## config.mk

```make
export PLATFORM = sky130hd
export DESIGN_NAME = game_master_fsm_multi_target
export DESIGN_NICKNAME = d
export VERILOG_FILES = /design/src/rtl/game_master_fsm_multi_target.sv
export SDC_FILE = /design/constraint.sdc
export NUM_CORES = 1
export LEC_CHECK = 0
export BUFFER_PORTS_ARGS = -buffer_cell sky130_fd_sc_hd__clkbuf_2
export CAP_MARGIN = 25
export CORE_MARGIN = 10
export CORE_UTILIZATION = 35
export DETAILED_ROUTE_END_ITERATION = 8
export PLACE_DENSITY = 0.56
export REMOVE_ABC_BUFFERS = 1
export SYNTH_ARGS = -nofsm -noshare
export SYNTH_HDL_FRONTEND = slang
export SYNTH_SLANG_ARGS = --single-unit
```

## constraint.sdc

```tcl
create_clock -name clk -period 2.1 [get_ports clk]
set_clock_uncertainty 0.1 [all_clocks]
set_input_delay 0 -clock clk [delete_from_list [all_inputs] [get_ports clk]]
set_output_delay 0 -clock clk [all_outputs]
set_load 0.005 [all_outputs]
```

## src/rtl/game_master_fsm_multi_target.sv

```systemverilog
// Round controller for the multi-target torpedo game.
// Positions sprites, arms shots from a limited magazine, tracks per-target hits,
// keeps a saturating score and declares win/loss. Every output is registered from
// the next-state decode, so it is valid in the first cycle of the state it belongs to.
//
//   state     | meaning
//   ST_START  | load target/torpedo start positions, refill magazine, clear hits
//   ST_AIM    | targets moving, waiting for a fire-button rising edge
//   ST_SHOOT  | torpedo in flight, waiting for a hit, a miss or a lost target
//   ST_RELOAD | torpedo repositioned; decide win, loss or next shot
//   ST_END    | round over; end-of-game timer holds us here
module game_master_fsm_multi_target #(
  parameter int N_TARGETS = 2,
  parameter int N_SHOTS   = 3,
  parameter int SCORE_W   = 8,
  localparam int SHOT_W   = $clog2(N_SHOTS + 1)
) (
  input  logic                 clk,
  input  logic                 reset,
  input  logic                 key,
  output logic [N_TARGETS-1:0] sprite_target_write_xy,
  output logic [N_TARGETS-1:0] sprite_target_write_dxy,
  output logic [N_TARGETS-1:0] sprite_target_enable_update,
  output logic                 sprite_torpedo_write_xy,
  output logic                 sprite_torpedo_write_dxy,
  output logic                 sprite_torpedo_enable_update,
  input  logic [N_TARGETS-1:0] sprite_target_within_screen,
  input  logic                 sprite_torpedo_within_screen,
  input  logic [N_TARGETS-1:0] collision,
  output logic                 end_of_game_timer_start,
  input  logic                 end_of_game_timer_running,
  output logic                 game_won,
  output logic [SCORE_W-1:0]   score,
  output logic [SHOT_W-1:0]    shots_left
);

  typedef enum logic [2:0] {
    ST_START  = 3'd0,
    ST_AIM    = 3'd1,
    ST_SHOOT  = 3'd2,
    ST_RELOAD = 3'd3,
    ST_END    = 3'd4
  } state_t;

  state_t               state;
  logic [N_TARGETS-1:0] hit;
  logic [N_TARGETS-1:0] alive;
  logic [N_TARGETS-1:0] hits;
  logic                 key_q;
  logic                 fire;
  logic                 lost;
  logic [SCORE_W:0]     score_sum;
  logic [SCORE_W-1:0]   score_next;

  // Hit/miss/fire qualifiers; dead targets are masked out of collision and screen checks
  always_comb begin
    alive      = ~hit;
    hits       = collision & alive;
    lost       = |(alive & ~sprite_target_within_screen);
    fire       = key & ~key_q & (shots_left != '0);
    score_sum  = {1'b0, score} + (SCORE_W + 1)'($countones(hits));
    score_next = score_sum[SCORE_W] ? '1 : score_sum[SCORE_W-1:0];
  end

  // Round FSM with outputs registered from the next-state decode
  always_ff @(posedge clk or posedge reset) begin
    if (reset) begin
      state                        <= ST_START;
      hit                          <= '0;
      key_q                        <= 1'b0;
      score                        <= '0;
      shots_left                   <= '0;
      game_won                     <= 1'b0;
      sprite_target_write_xy       <= '0;
      sprite_target_write_dxy      <= '0;
      sprite_target_enable_update  <= '0;
      sprite_torpedo_write_xy      <= 1'b0;
      sprite_torpedo_write_dxy     <= 1'b0;
      sprite_torpedo_enable_update <= 1'b0;
      end_of_game_timer_start      <= 1'b0;
    end else begin
      key_q                        <= key;
      sprite_target_write_xy       <= '0;
      sprite_target_write_dxy      <= '0;
      sprite_target_enable_update  <= '0;
      sprite_torpedo_write_xy      <= 1'b0;
      sprite_torpedo_write_dxy     <= 1'b0;
      sprite_torpedo_enable_update <= 1'b0;
      end_of_game_timer_start      <= 1'b0;
      case (state)
        ST_START: begin
          // Out of reset the START outputs have not been shown yet (torpedo_write_xy
          // is still low), so re-enter START once to present them for one cycle.
          if (!sprite_torpedo_write_xy) begin
            state                   <= ST_START;
            sprite_target_write_xy  <= '1;
            sprite_target_write_dxy <= '1;
            sprite_torpedo_write_xy <= 1'b1;
            hit                     <= '0;
            shots_left              <= SHOT_W'(N_SHOTS);
            game_won                <= 1'b0;
          end else begin
            state                       <= ST_AIM;
            sprite_target_enable_update <= alive;
          end
        end
        ST_AIM: begin
          if (lost) begin
            state                   <= ST_END;
            end_of_game_timer_start <= 1'b1;
          end else if (fire) begin
            state                        <= ST_SHOOT;
            shots_left                   <= shots_left - SHOT_W'(1);
            sprite_torpedo_write_dxy     <= 1'b1;
            sprite_torpedo_enable_update <= 1'b1;
            sprite_target_enable_update  <= alive;
          end else begin
            sprite_target_enable_update <= alive;
          end
        end
        ST_SHOOT: begin
          if (hits != '0) begin
            state                       <= ST_RELOAD;
            hit                         <= hit | hits;
            score                       <= score_next;
            sprite_torpedo_write_xy     <= 1'b1;
            sprite_target_enable_update <= alive & ~hits;
          end else if (lost) begin
            state                   <= ST_END;
            end_of_game_timer_start <= 1'b1;
          end else if (!sprite_torpedo_within_screen) begin
            state                       <= ST_RELOAD;
            sprite_torpedo_write_xy     <= 1'b1;
            sprite_target_enable_update <= alive;
          end else begin
            sprite_torpedo_enable_update <= 1'b1;
            sprite_target_enable_update  <= alive;
          end
        end
        ST_RELOAD: begin
          if (&hit) begin
            state                   <= ST_END;
            game_won                <= 1'b1;
            end_of_game_timer_start <= 1'b1;
          end else if (shots_left == '0) begin
            state                   <= ST_END;
            end_of_game_timer_start <= 1'b1;
          end else begin
            state                       <= ST_AIM;
            sprite_target_enable_update <= alive;
          end
        end
        ST_END: begin
          // The start pulse marks the entry cycle, where the running flag is not yet valid
          if (end_of_game_timer_start || end_of_game_timer_running) begin
            state <= ST_END;
          end else begin
            state                   <= ST_START;
            sprite_target_write_xy  <= '1;
            sprite_target_write_dxy <= '1;
            sprite_torpedo_write_xy <= 1'b1;
            hit                     <= '0;
            shots_left              <= SHOT_W'(N_SHOTS);
            game_won                <= 1'b0;
          end
        end
        default: begin
          state                   <= ST_START;
          sprite_target_write_xy  <= '1;
          sprite_target_write_dxy <= '1;
          sprite_torpedo_write_xy <= 1'b1;
          hit                     <= '0;
          shots_left              <= SHOT_W'(N_SHOTS);
          game_won                <= 1'b0;
        end
      endcase
    end
  end

endmodule

```

## After elaboration in Yosys (flattened, before gate mapping)

Index checks and enable logic that the tools add are counted.

| word-level totals | value |
|---|---|
| flip-flop bits (word level) | 25 |
| input port bits | 9 |
| logic and storage cells | 107 |

| operators by class | value |
|---|---|
| add/sub/neg operators | 3 |
| equal/unequal tests | 12 |
| mux-type cells | 51 |
| bitwise gates (word level) | 13 |
| reduce and logical (&&, ||, !) cells | 16 |

Operators with widths:

| operator | count |
|---|---|
| $mux W2 | 14 |
| $mux W3 | 8 |
| $pmux W2 S4 | 3 |
| $mux W1 | 19 |
| $pmux W3 S5 | 1 |
| $ne A2 B2 Y1 const B | 6 |
| $add A8 B2 Y9 | 1 |
| $mux W8 | 1 |
| $pmux W1 S4 | 2 |
| $reduce_and A4 Y1 | 2 |
| $reduce_or A2 Y1 | 4 |
| $and A2 B2 Y2 | 3 |
| $eq A3 B2 Y1 const B | 2 |
| $not A2 Y2 | 3 |
| $pmux W2 S3 | 1 |
| $reduce_and A2 Y1 | 3 |
| $reduce_and A5 Y1 | 1 |
| $ne A4 B4 Y1 const B | 1 |
| $not A1 Y1 | 4 |
| $reduce_bool A2 Y1 | 2 |
| $eq A3 B1 Y1 const B | 1 |
| $eq A3 B3 Y1 const B | 1 |
| $logic_not A3 Y1 | 1 |
| $ne A3 B3 Y1 const B | 1 |
| other kinds (9) | 10 |

## Depth between registers and ports, before layout

| depth | value |
|---|---|
| word-level depth | 6 |
| gate-level depth with buffers | 10 |
| depth with buffers taken out | 10 |

## Worst setup path before layout

Ideal clock, no wire load.

| timing path | value |
|---|---|
| path kind | reg2reg |
| start point | register hit[0] |
| end point | register score[4] |
| library setup time | 0.128 ns |
| data arrival time | 2.060 ns |
| required time | 1.872 ns |
| setup slack | -0.187 ns |
| cell stages (with the launch flop) | 11 |
| path buffers | 0 |
| period minus slack after synthesis | 2.287 ns |
| cell sequence | dfrtp_1 -> nand2b_2 -> inv_1 -> ha_1 -> a21oi_1 -> inv_1 -> ha_1 -> nand3_1 -> a2111o_1 -> nand2_1 -> mux2_1 |

| on the way | value |
|---|---|
| cells in the longest elaborated chain, start to end | 5 |

Ends and longest elaborated chain:

| item | line | RTL |
|---|---|---|
| start, declared | 46 | `logic [N_TARGETS-1:0] hit;` |
| start signal, assigned | 124 | `hit <= hit \| hits;` |
| $not A2 Y2 (*) | 57 | `alive = ~hit;` |
| $and A2 B2 Y2 (*) | 58 | `hits = collision & alive;` |
| $add A1 B1 Y2 (not written as such) | 61 | `score_sum = {1'b0, score} + (SCORE_W + 1)'($countones(hits));` |
| $add A8 B2 Y9 | 61 |  |
| $mux W8 | 62 | `score_next = score_sum[SCORE_W] ? '1 : score_sum[SCORE_W-1:0];` |
| end signal, assigned | 125 | `score <= score_next;` |
| end, declared | 33 | `output logic [SCORE_W-1:0] score,` |

Every way passes the cells marked *; elsewhere a longest branch is shown, timed or not.
A chain may end at the register's enable or synchronous reset.

## Worst setup path after layout

| timing path | value |
|---|---|
| start point | register hit[0] |
| end point | register score[3] |

Same word-level chain as after synthesis.

==> metrics.cfg <==
[yosys]
yosys.area.top_type=dfrtp_1
synth_ff_type=dfrtp_1
synth.distinct_cells=43
synth.avg_cell_area_um2=9.51
synth_edf_count=0
synth.area.top_cells=dfrtp_1 45%, inv_1 3.4%, nand2_1 3.4%, nor2_1 3.4%, a21oi_1 3.0%
synth_top_area_frac=0.448
netlist_area_um2=1340
yosysWarnings=0
synth-seq-cells=24
postSynthCellCount=141
seq_area_frac_synth=0.448
async_reset_ff_frac=1.00

[routing]
drt-total-wl_mm=3.47
vias=1217
remaining_drc_errors=0
drt_iter0_drc=134
ant_nets=0
drt_pass1_iterations=4
wl_per_cell_um=14.7
drt-vias-per-instance=5.18

[sta]
tightest_slew_ps=476
fin_ws_ps=96.7
period_needed_ps=2000
fmax_ghz=0.499
max_slew_margin=0.679
timing.final.crit_share=0.954
drv_slew=0
tns_ps=0
finalHoldViolations=0
setup_viol=0

[pwr]
p_switching_uw=593
swShare=0.372
comb_power_share=0.420
finalPower_mw=1.59
internal_power_mw=1.00
p_leak_nw=0.851
seq_power_share=0.407
p_clk_frac=0.173
peakVddDrop_mv=0.376
power_density_nw_per_um2=909

[global_routing]
grt_max_degree=25
grtUsageMet2=0.156
antenna_found_initial=0
grt_usage=0.105
grt_pass1_wl_mm=5.60
grt_util_met1=0.136
top_usage_layer=met2
grt_pass1_vias=1191
overflow=0
grt_util_met3=0.0306

[clocking]
cts_tree=built
clk-insertion-delay-late_ps=270
path_clk_slew_ps=90
clockRootBuffer=clkbuf_8
cts_buffer_depth=2
h-tree-depth=1
cts-buffers-inserted=3
cts.sinks=24

[final_layout]
fin_util=0.475
syn_to_final_growth_pct=30.7
nNetsFinal=201
fill_cells=350
antenna-diode-count=0
final_cell_count_no_fill=235
drive_gt1_frac=0.310

[setup_path]
r2r.worst_path.cells=10
endpoint_kind=register
start_kind=register
critPathArrivalTime_ps=2060
r2r_start=hit[0]
critPathRequiredTime_ps=2150
worstPathMaxFanout=4
r2r_setup_slack_ps=100
path_class=register to register
rr_endpoint=score[3]

[worst_hold_path]
hp-start=sprite_target_within_screen[1]
min_path_type=input pin to register
hold_depth=4
min_to=sprite_torpedo_enable_update

[job]
max_cap_violations=0

[placed_design]
dp_hpwl_mm=2.58
place_congestion=0.792
placedCellCount=225
post-place-ws_ps=-11.1
portBuffers=29

[die]
rows=22
die_y_um=81.9
die_x_um=81.9
dieArea_um2=6710
start_util=0.364
pin_count=30
core_area_um2=3690

[outcome]
status=complete, no violations

## metal layers
metal	share of wire	wire (µm)
met5	0	0
met3	0.088	304
met2	0.43	1480
met4	0.014	48
met1	0.47	1630
## logic make-up (layout without fill, tap and decap cells)
family | after synthesis | after routing | synth area share
AO/OA/AOI/OAI | 38 | 38 | 0.215
XOR/XNOR | 1 | 1 | 0.00653
adder cells (fa/ha/maj) | 3 | 3 | 0.0280
buffers and inverters | 19 | 65 | 0.0625
flip-flops | 24 | 24 | 0.448
multiplexers | 7 | 7 | 0.0550
AND/OR/NAND/NOR | 49 | 49 | 0.186
## layout by cell type, fill, tap and decap left out, types with 2 or more instances in the layout
cell type,n
a31oi_1,2
a21o_1,2
nand4_1,3
dlygate4sd3_1,6
mux2_2,2
clkbuf_2,29
mux2i_1,4
clkbuf_8,3
a21oi_1,7
buf_4,15
a2111o_1,2
nor2_1,12
nand2_1,12
a22o_1,2
o21ai_0,4
inv_1,11
nand3_1,5
nor3b_1,2
nor2b_1,2
a21oi_4,2
o2111ai_1,2
dfrtp_1,24
nand2b_1,6
nor3_1,4
o22ai_1,2
## cell usage after synthesis, types with 2 or more instances
cell type and instances:
a21o_1 2, o2111ai_1 2, nor2b_1 2, nand3_1 5, mux2i_1 4, a22o_1 2
nor3b_1 2, mux2_2 2, buf_4 3, o22ai_1 2, inv_1 12, nor2_1 12
a2111o_1 2, a31oi_1 2, a21oi_1 8, nand4_1 3, o21ai_0 4, clkbuf_1 3
nand2_1 12, nor3_1 4, dfrtp_1 24, nand2b_1 6, ha_1 3
## power groups by stage
stage          Combinational [mW]  Sequential, mW  Clock (mW)
6_report                    0.670           0.648       0.276
2_1_floorplan               0.296           0.686           0
3_3_place_gp                0.612           0.646           0
3_5_place_dp                0.616           0.653           0
5_1_grt                     0.760           0.663       0.296
4_1_cts                     0.636           0.643       0.277
## registers in the layout (all words and copies together), names as in the netlist
signal / count
state: 3
game_won: 1
end_of_game_timer_start: 1
shots_left: 2
sprite_torpedo_write_xy: 1
sprite_torpedo_enable_update: 1
key_q: 1
sprite_target_write_dxy: 1
score: 8
sprite_target_enable_update: 2
hit: 2
sprite_torpedo_write_dxy: 1
## layout make-up
cell class                 count  area, µm²  share of cell area
multi-input combinational     98        688               0.393
sequential                    24        601               0.343
timing repair buffer          50        318               0.181
tap                           48       60.1              0.0343
inverter                      12       45.0              0.0257
clock buffer                   3       41.3              0.0236
## repair_timing
| action | CTS | global route |
|---|---|---|
| hold endpoints to repair | 31 | 0 |
| hold buffers | 6 | 0 |
| buffers inserted | 0 | 1 |
| setup endpoints to repair | 3 | 5 |
| resized for setup | 1 | 5 |
| pin swaps | 0 | 2 |
## how the worst max path moves through the flow
| stage | to | slack, ps | start | cells past startpoint |
|---|---|---|---|---|
| 6_report | score[3] | 100 | hit[0] | 10 |
| 5_1_grt | score[3] | -20 | hit[0] | 10 |
| 4_1_cts | score[4] | 0.9 | hit[0] | 10 |
| 3_5_place_dp | score[3] | -10 | hit[0] | 10 |
| 3_3_place_gp | score[4] | 40 | hit[0] | 10 |
| 2_1_floorplan | score[4] | -190 | hit[0] | 10 |
## worst max-delay path, stage by stage, from the launching register on
cell	delay, ps
dfrtp_1	390
nand2b_4	150
inv_2	70
ha_4	210
a21oi_4	150
inv_1	60
ha_2	190
nand3_1	100
a2111o_1	130
nand2_1	60
mux2_2	270
## stage by stage
step / hold WS (ps) / instance area (µm²)
floorplan: -85.4 / 1300
global placement: -57.7 / 1610
detailed placement: -53.3 / 1610
CTS: 90.1 / 1720
global route: 180 / 1750
finish: 105 / 1750
Note: power is estimated with default switching activity, not from simulation.
